--- config.mk ---
export PLATFORM = sky130hd
export DESIGN_NAME = serial_adder_ctrl
export DESIGN_NICKNAME = d
export VERILOG_FILES = /design/src/rtl/serial_adder_pkg.sv /design/src/rtl/serial_adder_fa_cell.sv /design/src/rtl/serial_adder_ctrl.sv
export SDC_FILE = /design/constraint.sdc
export NUM_CORES = 1
export LEC_CHECK = 0
export ABC_CLOCK_PERIOD_IN_PS = 1850
export CAP_MARGIN = 20
export CELL_PAD_IN_SITES_DETAIL_PLACEMENT = 0
export CELL_PAD_IN_SITES_GLOBAL_PLACEMENT = 1
export CORE_UTILIZATION = 41
export DETAILED_ROUTE_END_ITERATION = 6
export GPL_ROUTABILITY_DRIVEN = 0
export PLACE_DENSITY_LB_ADDON = 0.1
export SYNTH_ARGS = -nofsm -noshare
export SYNTH_HDL_FRONTEND = slang
export SYNTH_SLANG_ARGS = --single-unit
export TNS_END_PERCENT = 100
--- constraint.sdc ---
create_clock -name clk -period 1.85 [get_ports clk]
set_input_delay 0.185 -clock clk [delete_from_list [all_inputs] [get_ports clk]]
set_output_delay 0.185 -clock clk [all_outputs]
set_load 0.01 [all_outputs]
--- src/rtl/serial_adder_pkg.sv ---
// Shared definitions for the bit-serial adder controller.
// State encoding and default operand width live here so that the
// controller and any surrounding logic agree on them.
package serial_adder_pkg;

   // Default operand/result width in bits.
   localparam int DEFAULT_WIDTH = 8;

   // Controller states.
   typedef enum logic [1:0] {
      IDLE = 2'd0,
      RUN  = 2'd1,
      DONE = 2'd2
   } state_t;

endpackage : serial_adder_pkg

--- src/rtl/serial_adder_fa_cell.sv ---
// fa_cell: single-bit full adder for the serial adder datapath.
// Purely combinational. Sum and carry are ORs of decoded minterms of
// the input triple {a, b, c}.
module fa_cell (
   input  logic a,
   input  logic b,
   input  logic c,
   output logic sum,
   output logic carry
);

   logic m1, m2, m3, m4, m5, m6, m7;

   // Decode the minterms of {a, b, c} and combine them into sum and carry.
   always_comb begin
      m1    = ~a & ~b &  c;
      m2    = ~a &  b & ~c;
      m3    = ~a &  b &  c;
      m4    =  a & ~b & ~c;
      m5    =  a & ~b &  c;
      m6    =  a &  b & ~c;
      m7    =  a &  b &  c;
      sum   = m1 | m2 | m4 | m7;
      carry = m3 | m5 | m6 | m7;
   end

endmodule : fa_cell

--- src/rtl/serial_adder_ctrl.sv ---
// serial_adder_ctrl: computes a + b + cin one bit per clock, LSB first,
// through a single fa_cell. IDLE -> RUN (WIDTH cycles) -> DONE.
// Optional feature: define SERIAL_ADDER_OVF_EN to add the registered
// signed-overflow output ovf.
module serial_adder_ctrl #(
   parameter int WIDTH = serial_adder_pkg::DEFAULT_WIDTH
) (
   input  logic             clk,
   input  logic             rst,
   input  logic             start,
   input  logic [WIDTH-1:0] a,
   input  logic [WIDTH-1:0] b,
   input  logic             cin,
   output logic             busy,
   output logic             done,
   output logic [WIDTH-1:0] sum,
   output logic             cout
`ifdef SERIAL_ADDER_OVF_EN
   ,
   output logic             ovf
`endif
);

   import serial_adder_pkg::*;

   localparam int            CW   = $clog2(WIDTH);
   localparam logic [CW-1:0] LAST = CW'(WIDTH - 1);

   state_t           state;
   logic [WIDTH-1:0] a_sr;
   logic [WIDTH-1:0] b_sr;
   logic [WIDTH-1:0] res_sr;
   logic [WIDTH-1:0] res_next;
   logic             carry;
   logic [CW-1:0]    cnt;
   logic             fa_s;
   logic             fa_c;

   fa_cell u_fa (
      .a     (a_sr[0]),
      .b     (b_sr[0]),
      .c     (carry),
      .sum   (fa_s),
      .carry (fa_c)
   );

   // Result shift register contents after the current bit is shifted in
   // at the MSB; on the last bit this is the complete result.
   always_comb begin
      res_next = {fa_s, res_sr[WIDTH-1:1]};
   end

   // Controller FSM with operand, carry, result and output registers.
   always_ff @(posedge clk or posedge rst) begin
      if (rst) begin
         state  <= IDLE;
         a_sr   <= '0;
         b_sr   <= '0;
         res_sr <= '0;
         carry  <= 1'b0;
         cnt    <= '0;
         sum    <= '0;
         cout   <= 1'b0;
`ifdef SERIAL_ADDER_OVF_EN
         ovf    <= 1'b0;
`endif
      end else begin
         case (state)
            IDLE: begin
               if (start) begin
                  a_sr  <= a;
                  b_sr  <= b;
                  carry <= cin;
                  cnt   <= '0;
                  state <= RUN;
               end
            end

            RUN: begin
               res_sr <= res_next;
               carry  <= fa_c;
               a_sr   <= a_sr >> 1;
               b_sr   <= b_sr >> 1;
               if (cnt == LAST) begin
                  // The last bit is still in flight, so sum takes the
                  // post-shift value rather than res_sr itself.
                  sum   <= res_next;
                  cout  <= fa_c;
`ifdef SERIAL_ADDER_OVF_EN
                  // carry currently holds the carry into the MSB.
                  ovf   <= carry ^ fa_c;
`endif
                  state <= DONE;
               end else begin
                  cnt <= cnt + 1'b1;
               end
            end

            DONE: begin
               if (start) begin
                  a_sr  <= a;
                  b_sr  <= b;
                  carry <= cin;
                  cnt   <= '0;
                  state <= RUN;
               end else begin
                  state <= IDLE;
               end
            end

            default: begin
               state <= IDLE;
            end
         endcase
      end
   end

   // Status outputs decoded from the registered state only.
   always_comb begin
      busy = (state == RUN);
      done = (state == DONE);
   end

endmodule : serial_adder_ctrl

==> metrics.log, run 1 <==
INFO  metric track_usage = 15.9%
INFO  metric antenna_found_initial = 0
INFO  metric ys_ff_latch = 38
INFO  metric setup_repair_after_global_routing_missed_its_margin = false
INFO  metric post_drt_via_cell_ratio = 5.24
INFO  metric grt_start_max_net_pins = 39
INFO  metric layout.cells.most_common = dfrtp_1
INFO  metric cts-root-buf = clkbuf_8
INFO  metric tritoncts.num_buffers = 5
INFO  metric share_seq_of_total_power = 40.1%
INFO  metric wire_length_per_cell = 13.8 um
INFO  metric place.port_buffers = 30
INFO  metric final_net_count = 210
INFO  metric post-route-min-period = 1.74 ns
INFO  metric grt_overflow = 0
INFO  metric fin_crit_sh = 94.1%
INFO  metric clock_tree.htree_level_count = 2
INFO  metric layout_common_cells = dfrtp_1 (37), clkdlybuf4s50_1 (30), mux2_2 (16)
INFO  metric setup-violations-final = 0
INFO  metric cellLeakagePower = 0.971 nW
INFO  metric fp-row-count = 23
INFO  metric p_switching = 1.14 mW
INFO  metric routed_wirelength = 3290 um
INFO  metric worstSetupPathType = register to primary output
INFO  metric drt_pre_antenna_iters = 4
INFO  metric antenna-diode-count = 0
INFO  metric synth.cell_area = 0.00182 mm^2
INFO  metric die_width = 68.7 um
INFO  metric max_clock_freq = 574 MHz
INFO  metric hp_class = input port to asynchronous set/reset pin
INFO  metric clock_sinks = 38
INFO  metric postSynthAreaPerCell = 11.9 um^2
INFO  metric number_of_routed_nets_with_antenna_violations = 0
INFO  metric timing.max_slew.rel_slack = 68.0%
INFO  metric power.combinational.fraction = 36.8%
INFO  metric dr.first_iter.drc_count = 76
INFO  metric number_of_fillers_in_the_final_layout = 353
INFO  metric critical_path_required = 1.66 ns
INFO  metric critical_path.max_fanout = 11
INFO  metric start_util = 44.0%
INFO  metric hpwlAfterDp = 2250 um
INFO  metric end_kind = primary output
INFO  metric total_power_of_the_final_layout = 3.76 mW
INFO  metric outcome = completed
INFO  metric chipHeight = 68.7 um
INFO  metric pin_count = 31
INFO  metric post_synth_num_cell_types = 27
INFO  metric cts_tree = done
INFO  metric drive_gt1_share = 18.6%
INFO  metric proportion_of_total_power_due_to_net_switching = 30.3%
INFO  metric clk-insertion-delay-late = 0.29 ns
INFO  metric finalClockSkew = 0.00564 ns
INFO  metric core-area = 0.00414 mm^2
INFO  metric routed-via-count = 1248
INFO  metric total_power_per_unit_cell_area = 1620 mW/mm^2
INFO  metric tightestPinTransition = 0.481 ns
INFO  metric p_clk_share = 23.1%
INFO  metric yosysWarnings = 0
INFO  metric postCtsHoldBufs = 0
INFO  metric multi_input_area = 797 um^2
INFO  metric clock_path_buffers = 2
INFO  metric max-cap-violations = 0
INFO  metric internal_power = 2.62 mW
INFO  metric cts.reportedPaths.clkPinSlew = 0.08 ns
INFO  metric vdd.ir_drop.worst = 0.628 mV
INFO  metric slew_viol_final = 0
INFO  metric ff2ff_path_depth = 5
INFO  metric grt_first_pass_wirelength = 5390 um
INFO  metric start_kind = register
INFO  metric totalNegativeSetupSlack = 0 ns
INFO  metric net_count_synth = 176
INFO  metric areaGrowthSynthToFinish = 27.5%
INFO  metric drc = 0
INFO  metric crit_arrival = 1.56 ns
INFO  metric design.die.area = 0.00471 mm^2
INFO  metric regArea = 952 um^2
INFO  metric hold_violations = 0
INFO  metric syn_inst = 153
INFO  metric via_count_of_the_first_global_routing_pass = 1158
INFO  metric synth.yosys.seq_area_share = 52.2%
## area by class of cell
cell class / count / area share (%)
clock buffers: 6 / 3.56
multi-input cells: 102 / 34.3
repair buffers: 38 / 15.5
clock inverters: 2 / 2.59
well taps: 50 / 2.69
flip-flops and latches: 38 / 41.0
inverters: 2 / 0.323
## synthesized netlist by cell type, drive strengths merged
library cell  count  area, um^2
dfrtp            38         951
mux2             16         180
nor2b            16         108
mux2i            15         150
a211oi           13        97.6
a21oi            13        65.1
buf               9        58.8
nand2             6        25.0
nand3             4        20.0
a21o              3        22.5
nor2              3        11.3
o21ai             3        15.0
clkbuf            2        7.51
ha                2        25.0
inv               2        7.51
o211ai            2        15.0
a221o             1        10.0
and3b             1        8.76
fa                1        20.0
nand3b            1        7.51
nor3b             1        7.51
xor2              1        8.76
## state kept, by name, summed over array words and instances, names as in the netlist
signal / cells
res_sr: 7
state: 2
a_sr: 8
cout: 1
carry: 1
cnt: 3
sum: 8
b_sr: 8
## final timing paths
kind                       slack, ns              endpoint                  from
min in group clk                0.48   a_sr[6]$_DFFE_PP0P_   a_sr[6]$_DFFE_PP0P_
min                             0.30   a_sr[6]$_DFFE_PP0P_                   rst
max in group asynchronous       1.18  state[0]$_DFFE_PP0P_                   rst
min reg2reg                     0.48   a_sr[6]$_DFFE_PP0P_   a_sr[6]$_DFFE_PP0P_
max reg2reg                     0.31    cnt[0]$_DFFE_PP0P_    cnt[0]$_DFFE_PP0P_
max                             0.11                  busy  state[0]$_DFFE_PP0P_
## routing by layer
layer	track usage, %	wire length [um]	up-vias
met4	5.47	46	0
met5	0	0	-
li1	-	-	610
met3	4.93	133	7
met1	20.0	1550	605
met2	25.5	1570	26
## power by group through the flow
| stage | clock [mW] | combinational [mW] | sequential [mW] |
|---|---|---|---|
| CTS | 0.887 | 1.41 | 1.51 |
| global route | 0.927 | 1.55 | 1.57 |
| global placement | 0 | 1.36 | 1.50 |
| floorplan | 0 | 0.980 | 1.47 |
| detailed placement | 0 | 1.40 | 1.53 |
| finish | 0.867 | 1.38 | 1.51 |
## worst max-delay path: stages, from the launching register on
cell and delay [ns]:
dfrtp_2 0.47, nor2b_4 0.24, clkdlybuf4s50_1 0.56
## kinds of logic (layout without fill, tap and decap cells)
kind of cell	Yosys count	in the layout	share of synthesized area (%)
AO/OA/AOI/OAI	35	35	12.4
adder cells (fa/ha/maj)	3	3	2.47
XOR/XNOR	1	1	0.481
multiplexers	31	31	18.1
flip-flops	38	38	52.2
AND/OR/NAND/NOR	32	32	10.3
buffers and inverters	13	48	4.05
## through the flow
step | util, % | worst slack, ns | area (um^2) | hold WS [ns] | instances
global route | 56.0 | 0.0567 | 2320 | 0.382 | 238
finish | 56.0 | 0.109 | 2320 | 0.303 | 238
floorplan | - | 0.431 | 1820 | 0.367 | 153
global placement | 52.6 | 0.346 | 2180 | 0.464 | 230
CTS | 56.0 | 0.0174 | 2320 | 0.326 | 238
detailed placement | 52.6 | 0.330 | 2180 | 0.470 | 230
## what timing repair did
item,in CTS,in global routing
gates resized for setup,0,1
setup buffers,0,0
setup endpoints to repair,0,1
No activity file was read; power rests on OpenSTA's default activity.
==> run 2, diff against run 1 <==
Settings changed: CORE_ASPECT_RATIO set to 0.5.
==> metrics.log, run 2 (synthesis gave the netlist of run 1 again) <==
INFO  metric crit_chain = nor2b_4 -> clkdlybuf4s50_1
INFO  metric outcome = completed
INFO  metric via_count_of_the_first_global_routing_pass = 1218 (+5.2%)
INFO  metric pin_count = 31 (unchanged)
INFO  metric die_width = 96.3 um (+40%)
INFO  metric hp_class = input port to asynchronous set/reset pin
INFO  metric critical_path.max_fanout = 9 (-2)
INFO  metric cts_tree = done
INFO  metric slew_viol_final = 0 (unchanged)
INFO  metric fp-row-count = 16 (-30%)
INFO  metric layout.cell_area.non_filler = 0.00230 mm^2 (-0.75%)
INFO  metric grt_overflow = 0 (unchanged)
INFO  metric final_net_count = 210 (unchanged)
INFO  metric start_kind = register
INFO  metric grt_start_max_net_pins = 39 (unchanged)
INFO  metric max-cap-violations = 0 (unchanged)
INFO  metric setup-violations-final = 0 (unchanged)
INFO  metric layout.cells.most_common = dfrtp_1
INFO  metric postLayoutCoreUtil = 56.4% (+0.40 points)
INFO  metric layout_common_cells = dfrtp_1 (38), clkdlybuf4s50_1 (30), mux2_2 (16)
INFO  metric drt_pre_antenna_iters = 3 (-1)
INFO  metric tritoncts.num_buffers = 5 (unchanged)
INFO  metric global_route.usage.met2 = 24.6% (-0.90 points)
INFO  metric critical_path_required = 1.66 ns (about the same)
INFO  metric fin_crit_sh = 95.2% (+1.1 points)
INFO  metric chipHeight = 49.1 um (-28%)
INFO  metric drive_gt1_share = 18.1% (-0.53 points)
INFO  metric post-route-min-period = 1.76 ns (+0.0203 ns)
INFO  metric gr-usage-met1 = 22.0% (+2.0 points)
INFO  metric hold_violations = 0 (unchanged)
INFO  metric antenna_found_initial = 0 (unchanged)
INFO  metric max_clock_freq = 568 MHz (-1.2%)
INFO  metric worstSetupPathType = register to primary output
INFO  metric timing.max_slew.rel_slack = 67.5% (-0.51 points)
INFO  metric top_usage_layer = met2
INFO  metric end_kind = primary output
INFO  metric dr.first_iter.drc_count = 60 (-21%)
INFO  metric total_power_per_unit_cell_area = 1560 mW/mm^2 (-3.4%)
INFO  metric place.port_buffers = 30 (unchanged)
INFO  metric antenna-diode-count = 0 (unchanged)
INFO  metric clock_tree.htree_level_count = 2 (unchanged)
INFO  metric clock_sinks = 38 (unchanged)
INFO  metric clk-insertion-delay-late = 0.29 ns (about the same)
INFO  metric drc = 0 (unchanged)
INFO  metric grt_first_pass_wirelength = 5690 um (+5.6%)
INFO  metric critPathTopFamily = buffers and inverters
INFO  metric finalClockSkew = 0.00414 ns (-0.00149 ns)
INFO  metric post_drt_via_cell_ratio = 5.08 (-3.2%)
INFO  metric tightestPinTransition = 0.488 ns (+0.00759 ns)
INFO  metric design.die.area = 0.00473 mm^2 (+0.35%)
INFO  metric core-area = 0.00408 mm^2 (-1.4%)
INFO  metric clock_path_buffers = 2 (unchanged)
INFO  metric total_power_of_the_final_layout = 3.60 mW (-4.1%)
INFO  metric start_util = 44.6% (+0.65 points)
INFO  metric cpMaxStageDelayCell = clkdlybuf4s50_1
INFO  metric place_area = 0.00217 mm^2 (-0.23%)
INFO  metric cts.reportedPaths.clkPinSlew = 0.08 ns (about the same)
INFO  metric crit_arrival = 1.58 ns (+0.02 ns)
INFO  metric grt_use_met3 = 5.92% (+0.98 points)
INFO  metric wire_length_per_cell = 13.5 um (-2.7%)
INFO  metric areaGrowthSynthToFinish = 26.5%
INFO  metric cellLeakagePower = 0.962 nW (-0.96%)
INFO  metric vdd.ir_drop.worst = 0.503 mV (-20%)
INFO  metric max_stage_delay = 0.59 ns (+0.03 ns)
INFO  metric routed_wirelength = 3260 um (-1.0%)
INFO  metric totalNegativeSetupSlack = 0 ns (unchanged)
INFO  metric hpwlAfterDp = 2120 um (-6.2%)
INFO  metric routed-via-count = 1229 (-1.5%)
INFO  metric track_usage = 16.3% (+0.41 points)
INFO  metric cts-root-buf = clkbuf_8
INFO  metric number_of_routed_nets_with_antenna_violations = 0 (unchanged)
INFO  metric path_buf_inv = 1 (unchanged)
INFO  metric top_flop_regs = a_sr x8, b_sr x8, sum x8
INFO  metric setup_repair_after_global_routing_missed_its_margin = false
==> run 2: cell count changes in the layout (fill, tap and decap cells not counted) <==
cell and delta:
dfrtp_1 +1, bufinv_16 -1, clkinv_2 +2, clkbuf_8 -1, buf_12 +1, buf_4 -1
dfrtp_2 -1
==> run 2: worst register-to-register path: stages, from the launching register on <==
cell and delay [ns]:
dfrtp_1 0.40, ha_1 0.21, ha_1 0.20, nor2_1 0.34
xor2_1 0.12, a21o_1 0.19
==> run 2: final timing paths <==
kind	startpoint	endpoint	slack [ns]	cells after the start
hold reg to reg	a_sr[6]$_DFFE_PP0P_	a_sr[6]$_DFFE_PP0P_	0.48	1
max in group asynchronous	rst	b_sr[7]$_DFFE_PP0P_	1.20	3
setup / recovery	state[1]$_DFFE_PP0P_	busy	0.09	2
setup reg to reg	cnt[0]$_DFFE_PP0P_	cnt[0]$_DFFE_PP0P_	0.29	5
min in group clk	a_sr[6]$_DFFE_PP0P_	a_sr[6]$_DFFE_PP0P_	0.48	1
hold / removal	rst	sum[1]$_DFFE_PP0P_	0.31	3
==> run 2: what timing repair did <==
item                                    4_1_cts  5_1_grt
gates resized for setup                       0        0
hold endpoints to repair                      0        0
endpoints found under the setup margin        0        1
hold buffers                                  0        0
buffers inserted                              0        3
==> run 2: metrics by stage <==
step                std cells  setup WS [ns]  hold slack (ns)
floorplan                 153          0.431            0.367
finish                    242         0.0882            0.312
global placement          231          0.314            0.467
global route              242        0.00724            0.415
detailed placement        231          0.308            0.467
CTS                       239         0.0102            0.333
==> run 2: where the power goes <==
group	total (mW)	switching, mW	internal [mW]
clock network	0.695	0.298	0.397
registers	1.48	0.256	1.23
logic	1.42	0.585	0.838
==> run 2: cell type report <==
cell class | instances | area, um^2
fillers | 377 | 1780
flip-flops and latches | 38 | 951
multi-input cells | 102 | 797
repair buffers | 38 | 373
clock buffers | 5 | 68.8
well taps | 54 | 67.6
clock inverters | 3 | 40.0
inverters | 2 | 7.51
==> run 2: metal layers <==
metal	part of all wire (%)	vias up	routed length [um]
li1	-	611	-
met1	50	591	1640
met2	44	22	1430
met3	4.8	5	158
met4	0.89	0	29
met5	0	-	0
